$ cat src/rtl/mili_seq_detector_if.sv
// Serial-bit and status bundle shared between the pattern detector and whatever steps it.
// Widths track the detector's N and CNT_W so one interface definition serves every size.
interface mili_seq_detector_if #(
    parameter int N     = 4,
    parameter int CNT_W = 8
);
    logic             i_en;
    logic             i_a;
    logic             i_overlap;
    logic             i_load;
    logic [N-1:0]     i_pattern;
    logic             i_clr_cnt;
    logic             o_y;
    logic [CNT_W-1:0] o_hit_cnt;
    logic             o_primed;

    modport master (
        output i_en, i_a, i_overlap, i_load, i_pattern, i_clr_cnt,
        input  o_y, o_hit_cnt, o_primed
    );

    modport slave (
        input  i_en, i_a, i_overlap, i_load, i_pattern, i_clr_cnt,
        output o_y, o_hit_cnt, o_primed
    );
endinterface

$ cat src/rtl/mili_seq_detector.sv
// Mealy detector for a loadable N-bit serial pattern, one bit per en strobe.
// Match output is combinational on the last bit; also keeps a saturating hit count.
module mili_seq_detector #(
    parameter int           N       = 4,
    parameter int           CNT_W   = 8,
    parameter logic [N-1:0] PAT_RST = 4'b1001
) (
    input logic                clk,
    input logic                rst,
    mili_seq_detector_if.slave bus
);
    localparam int FILL_W = (N > 2) ? $clog2(N) : 1;
    localparam logic [FILL_W-1:0] FILL_MAX = FILL_W'(N - 1);

    logic [N-1:0]      r_pat;
    logic [N-2:0]      r_hist;
    logic [FILL_W-1:0] r_fill;
    logic [CNT_W-1:0]  r_cnt;

    logic [N-1:0]      w_patNext;
    logic [N-2:0]      w_histNext;
    logic [FILL_W-1:0] w_fillNext;
    logic [CNT_W-1:0]  w_cntNext;
    logic [N-1:0]      w_window;
    logic              w_primed;
    logic              w_y;

    always_ff @(posedge clk) begin
        if (rst) begin
            r_pat  <= PAT_RST;
            r_hist <= '0;
            r_fill <= '0;
            r_cnt  <= '0;
        end else begin
            r_pat  <= w_patNext;
            r_hist <= w_histNext;
            r_fill <= w_fillNext;
            r_cnt  <= w_cntNext;
        end
    end

    // The window is the stored history with the live bit appended as the newest.
    always_comb begin
        w_window   = {r_hist, bus.i_a};
        w_primed   = (r_fill == FILL_MAX);
        w_y        = bus.i_en & ~bus.i_load & w_primed & (w_window == r_pat);

        w_patNext  = r_pat;
        w_histNext = r_hist;
        w_fillNext = r_fill;
        w_cntNext  = r_cnt;

        if (bus.i_load) begin
            w_patNext  = bus.i_pattern;
            w_histNext = '0;
            w_fillNext = '0;
        end else if (bus.i_en) begin
            w_histNext = w_window[N-2:0];
            // Non-overlap mode throws away history so the next hit needs N fresh bits.
            if (w_y && !bus.i_overlap) begin
                w_fillNext = '0;
            end else if (!w_primed) begin
                w_fillNext = r_fill + FILL_W'(1);
            end
        end

        if (bus.i_clr_cnt) begin
            w_cntNext = '0;
        end else if (w_y && (r_cnt != '1)) begin
            w_cntNext = r_cnt + CNT_W'(1);
        end
    end

    assign bus.o_y       = w_y;
    assign bus.o_primed  = w_primed;
    assign bus.o_hit_cnt = r_cnt;
endmodule

$ cat src/flat_wrapper.sv
// flat-port wrapper written by rule: the top's interface ports become plain ports
module mili_seq_detector_flat 
#(
    parameter int           N       = 4,
    parameter int           CNT_W   = 8,
    parameter logic [N-1:0] PAT_RST = 4'b1001
)
  (clk, rst, bus_i_en, bus_i_a, bus_i_overlap, bus_i_load, bus_i_pattern, bus_i_clr_cnt, bus_o_y, bus_o_hit_cnt, bus_o_primed);
  mili_seq_detector_if #(.N(N), .CNT_W(CNT_W)) bus_i ();
  input logic clk;
  input logic rst;
  input wire logic [$bits(bus_i.i_en)-1:0] bus_i_en;
  input wire logic [$bits(bus_i.i_a)-1:0] bus_i_a;
  input wire logic [$bits(bus_i.i_overlap)-1:0] bus_i_overlap;
  input wire logic [$bits(bus_i.i_load)-1:0] bus_i_load;
  input wire logic [$bits(bus_i.i_pattern)-1:0] bus_i_pattern;
  input wire logic [$bits(bus_i.i_clr_cnt)-1:0] bus_i_clr_cnt;
  output wire logic [$bits(bus_i.o_y)-1:0] bus_o_y;
  output wire logic [$bits(bus_i.o_hit_cnt)-1:0] bus_o_hit_cnt;
  output wire logic [$bits(bus_i.o_primed)-1:0] bus_o_primed;
  assign bus_i.i_en = bus_i_en;
  assign bus_i.i_a = bus_i_a;
  assign bus_i.i_overlap = bus_i_overlap;
  assign bus_i.i_load = bus_i_load;
  assign bus_i.i_pattern = bus_i_pattern;
  assign bus_i.i_clr_cnt = bus_i_clr_cnt;
  assign bus_o_y = bus_i.o_y;
  assign bus_o_hit_cnt = bus_i.o_hit_cnt;
  assign bus_o_primed = bus_i.o_primed;
  mili_seq_detector #(.N(N), .CNT_W(CNT_W), .PAT_RST(PAT_RST)) u_core (.clk(clk), .rst(rst), .bus(bus_i));
endmodule
$ cat config.mk
export PLATFORM = sky130hd
export DESIGN_NAME = mili_seq_detector_flat
export DESIGN_NICKNAME = d
export VERILOG_FILES = /design/src/rtl/mili_seq_detector_if.sv /design/src/rtl/mili_seq_detector.sv /design/src/flat_wrapper.sv
export SDC_FILE = /design/constraint.sdc
export NUM_CORES = 1
export LEC_CHECK = 0
export ABC_CLOCK_PERIOD_IN_PS = 2400
export CAP_MARGIN = 30
export CORE_MARGIN = 2
export CORE_UTILIZATION = 25
export CTS_CLUSTER_DIAMETER = 200
export DETAILED_ROUTE_END_ITERATION = 12
export GPL_ROUTABILITY_DRIVEN = 1
export HOLD_SLACK_MARGIN = 0.1
export MAX_ROUTING_LAYER = met4
export PLACE_DENSITY_LB_ADDON = 0.05
export SYNTH_ARGS = -nofsm -noshare
export SYNTH_HDL_FRONTEND = slang
export SYNTH_SLANG_ARGS = --single-unit
export TNS_END_PERCENT = 100
$ cat constraint.sdc
create_clock -name clk -period 2.4 [get_ports clk]
set_input_delay 0.72 -clock clk [delete_from_list [all_inputs] [get_ports clk]]
set_output_delay 0.72 -clock clk [all_outputs]
set_load 0.005 [all_outputs]
## Word level (Yosys, flattened, before mapping)

Cells that the tools add are included.

| word-level totals | value |
|---|---|
| output and inout bits | 10 |
| word-level logic and storage cells | 22 |
| input bits | 11 |
| bits in registers | 17 |

| operators by class | value |
|---|---|
| reduce and logical (&&, ||, !) cells | 6 |
| mux-type cells | 2 |
| bitwise operators | 4 |
| add/sub/neg operators | 2 |
| equal/unequal tests | 4 |

Operators by type and width:

| operator | count |
|---|---|
| $add 8x1->8 const B | 1 |
| $ne 8x8->1 const B | 1 |
| $eq 4x4->1 | 1 |
| $mux 2 | 2 |
| $reduce_or 2->1 | 2 |
| $and 1x1->1 | 3 |
| $add 2x1->2 const B | 1 |
| $eq 2x2->1 const B | 1 |
| $logic_and 1x1->1 | 2 |
| $ne 2x1->1 const B | 1 |
| $reduce_and 2->1 | 1 |
| $logic_not 1->1 | 1 |
| $not 1->1 | 1 |

## Depth between registers and ports, before layout

| depth | value |
|---|---|
| word-level depth | 7 |
| gate-level depth with buffers | 7 |
| mapped depth without buffers | 7 |

## Least setup slack after synthesis

No wires, ideal clock.

| timing path | value |
|---|---|
| path type | input to output |
| start | input port bus_i_en |
| end | output port bus_o_y |
| buffers on the path | 1 |
| data arrival time | 1.325 ns |
| slack | 0.355 ns |
| stages on the path | 5 |
| required time | 1.680 ns |
| cells stage by stage | buf_2 > nand2_1 > nor3_4 > nand2_1 > inv_2 |

| between the ends | value |
|---|---|
| cells in the longest elaborated chain, start to end | 3 |

RTL lines:

| item | RTL line | source |
|---|---|---|
| start, declared | flat_wrapper.sv:12 | `input wire logic [$bits(bus_i.i_en)-1:0] bus_i_en;` |
| $and 1x1->1 (3 in series) | mili_seq_detector.sv:46 | `w_y = bus.i_en & ~bus.i_load & w_primed & (w_window == r_pat);` |
| end, declared | flat_wrapper.sv:18 | `output wire logic [$bits(bus_i.o_y)-1:0] bus_o_y;` |

Every way passes these cells.

## Worst setup path after layout

| timing path | value |
|---|---|
| start | input port bus_i_a |
| end | output port bus_o_y |

| between the ends | value |
|---|---|
| cells in the longest elaborated chain, start to end | 2 |

RTL lines:

| item | RTL line | source |
|---|---|---|
| start, declared | flat_wrapper.sv:13 | `input wire logic [$bits(bus_i.i_a)-1:0] bus_i_a;` |
| $eq 4x4->1 | mili_seq_detector.sv:46 |  |
| $and 1x1->1 | mili_seq_detector.sv:46 |  |

Every way passes these cells.

==> parameters.txt <==
Parameter                              Value

Setup path
  Crit path required time    1.68 ns
  Max Fanout on Critical Path    2
  CP startpoint kind    input port
  Data arrival at the endpoint of the critical path    1.56 ns
  Critical Path Sink Type    primary output
  Crit path kind    in2out

STA
  Number of pins exceeding their max-slew limit in the final report    0
  Final hold violation count    0
  F_max    438.8 MHz
  Transition at the pin with the smallest max-transition slack    0.2563 ns
  Max Clock Skew    ~0.003 ns
  Fin Setup TNS    0 ns
  Share of the clock period used by the worst path after layout    0.9496
  Final setup fails    0
  Minimum clock period after layout    2.279 ns
  Headroom to the max-slew limit    0.8285
  Setup repair after global routing missed its margin    no

Status
  Outcome    finished clean

Power
  Switching power total    roughly 0.13 mW
  Switching power share of the total    0.2503
  Clock group share of total power    0.314
  Total power draw    0.5111 mW
  Internal power of the cells    0.3832 mW
  Leakage    between 0.4 and 0.5 nW
  Areal power density over the cells    438.3 nW/um2
  VDD IR max    a little under 0.3 mV
  Comb power frac    0.113
  Share of power burned in registers    0.573

Floorplan
  Initial Utilization    0.2649
  Core Region    3103 um2
  Die footprint    3763 um2
  # IOs    21
  Floorplan die height    61.34 um
  Die extent in x    about 61 um
  Core Rows    20

Run
  Number of maximum-capacitance constraint violations    0

Synth
  Combinational family with the most area after synthesis    simple AND/OR/NAND/NOR gates
  Count leader, synth    dfxtp_1
  Synthesized-area fraction occupied by ao, oa, aoi and oai cells    0.09893
  Yosys cell types    31
  Synth area leader    dfxtp_1
  XOR/XNOR Fraction of Synth Area    0.06393
  Sequential element share of the synthesized area    0.4140
  Simple-gate portion of the synthesized area    0.2861
  Gate Count Post-Synth    86
  Top-area cell type share of the netlist area    0.4140
  Number of enable flip-flop cells after synthesis    0
  Top cell types by occurrence after synthesis    dfxtp_1 (17), nor2_1 (9), mux2i_1 (7), xor2_1 (6)
  Ys flop type    dfxtp_1
  Cells taking the most area after synthesis    dfxtp_1 (41%), mux2i_1 (8.5%), xor2_1 (6.4%)
  Fraction of registers with async set/reset    0
  Flops & latches, synth    17
  Post-synthesis mux area share    0.08524
  Count of synthesis-stage warnings from yosys    0
  Synth Net Count    99
  Mapped Avg Cell Area    9.559 um2
  Post-synthesis cell area    822.0 um2
  Adder-cell share of the synthesized area    0.03044

GRT
  Antenna violations before repair    0
  Via count of the first global-routing pass    654
  Global route overflow    0
  Pin count of the biggest net entering global routing    11
  Total track usage    0.1078
  First-pass GRT wire length    around 2.9 mm

Place
  DPL Wire Length    about 1.3 mm
  Total of buffers placed on input and output ports    20
  Area post-placement    1131 um2
  Weighted congestion at the end of routability-driven global placement    0.6642
  Post-placement cell count    between 150 and 200

Clock network
  Clock edge transition at the registers on the reported setup and hold paths    ~0.11 ns
  Number of setup buffers added after CTS    0
  TritonCTS clock tree    yes
  Max Buffers Root-to-Sink    2
  Number of sinks on the clock net    17
  Number of clock buffers inserted by TritonCTS    3
  Clock latency at the later pin of the worst-skew pair    0.29 ns
  Buffer type at the clock tree root    clkbuf_4
  CTS HTree Levels    1

Layout
  Nets    130
  Syn-to-layout area delta    41.86%
  Fraction of final layout cells sized beyond drive strength 1    0.1983
  Filler instances    341
  Antenna diodes    0
  Final design area excluding fillers    1166 um2
  Non-filler cells, final    160
  Post-layout utilization of the core    0.3758

Route
  Count of nets left with antenna violations after detail routing    0
  Final wirelength    1.658 mm
  Number of iterations in the first detailed-routing pass    4
  Avg Vias per Cell    4.306
  Starting DRC count in detailed routing    10
  Routed length per instance    ~10 um
  Total number of vias    689
  DRC violation count after routing    0

Min path
  Worst Hold Class    reg2reg
-- power by group through the flow --
stage | Combinational (mW) | Clock, mW | Sequential (mW)
detailed placement | 0.0584 | 0 | 0.299
finish | 0.0579 | 0.160 | 0.293
floorplan | 0.0318 | 0 | 0.298
CTS | 0.0579 | 0.171 | 0.293
global route | 0.0639 | 0.177 | 0.294
global placement | 0.0579 | 0 | 0.299
-- timing repair --
item                                    CTS  global route
resized for setup                         7             4
pin swaps                                 2             1
hold buffers                              0             0
endpoints found under the setup margin    1             1
-- logic make-up (layout without fill, tap and decap cells) --
family | count (synthesis) | after routing
simple gates | 37 | 37
flops | 17 | 17
compound gates | 13 | 13
mux | 7 | 7
xor+xnor | 6 | 6
buf+inv | 4 | 34
fa+ha+maj | 2 | 2
-- cell usage in the layout, fill, tap and decap left out, drive strengths merged, types with 4 or more instances in the layout --
cell type / instances
a21oi: 5
buf: 9
clkbuf: 4
clkdlybuf4s50: 16
dfxtp: 17
mux2i: 7
nand2: 5
nor2: 9
nor3: 4
xor2: 6
-- path summary, 6_finish.rpt --
path	cells past startpoint	slack (ns)	to	start
worst min register to register	2	0.51	u_core.bus.o_hit_cnt[5]	u_core.bus.o_hit_cnt[5]
worst max register to register	7	0.53	u_core.bus.o_hit_cnt[3]	u_core.r_fill[0]
worst max-delay path	6	0.12	bus_o_y	bus_i_a
worst min-delay path	2	0.51	u_core.bus.o_hit_cnt[5]	u_core.bus.o_hit_cnt[5]
-- sequential cells by signal, indices dropped and copies added (netlist names) --
signal                cells
u_core.r_fill             2
u_core.r_pat              4
u_core.r_hist             3
u_core.bus.o_hit_cnt      8
-- critical path, stage by stage --
cell	delay, ns
clkdlybuf4s15_1	0.21
xor2_2	0.20
nor3_4	0.18
nand2_2	0.08
inv_2	0.06
clkbuf_2	0.10
-- stage by stage --
stage	hold slack (ns)	setup WS (ns)
2_1_floorplan	0.4767	0.3548
3_3_place_gp	0.4870	-0.4689
3_5_place_dp	0.4918	-0.4532
4_1_cts	0.5102	0.02924
5_1_grt	0.5237	0.02246
6_report	0.5074	0.1209
-- layer usage --
metal,track usage,part of all wire
met1,0.1445,0.51
met2,0.1505,0.42
met3,0.04412,0.057
met4,0.02736,0.011
met5,-,0
-- cell type report --
class | count | area [um2] | share of cell area
clock buffers | 3 | 22.52 | 0.01931
clock inverters | 1 | 5.005 | 0.004292
multi-input cells | 65 | 479.2 | 0.4109
inverters | 1 | 3.754 | 0.003219
flip-flops and latches | 17 | 340.3 | 0.2918
repair buffers | 29 | 260.3 | 0.2232
well taps | 44 | 55.05 | 0.04721
Power figures use the tool's default switching activity.
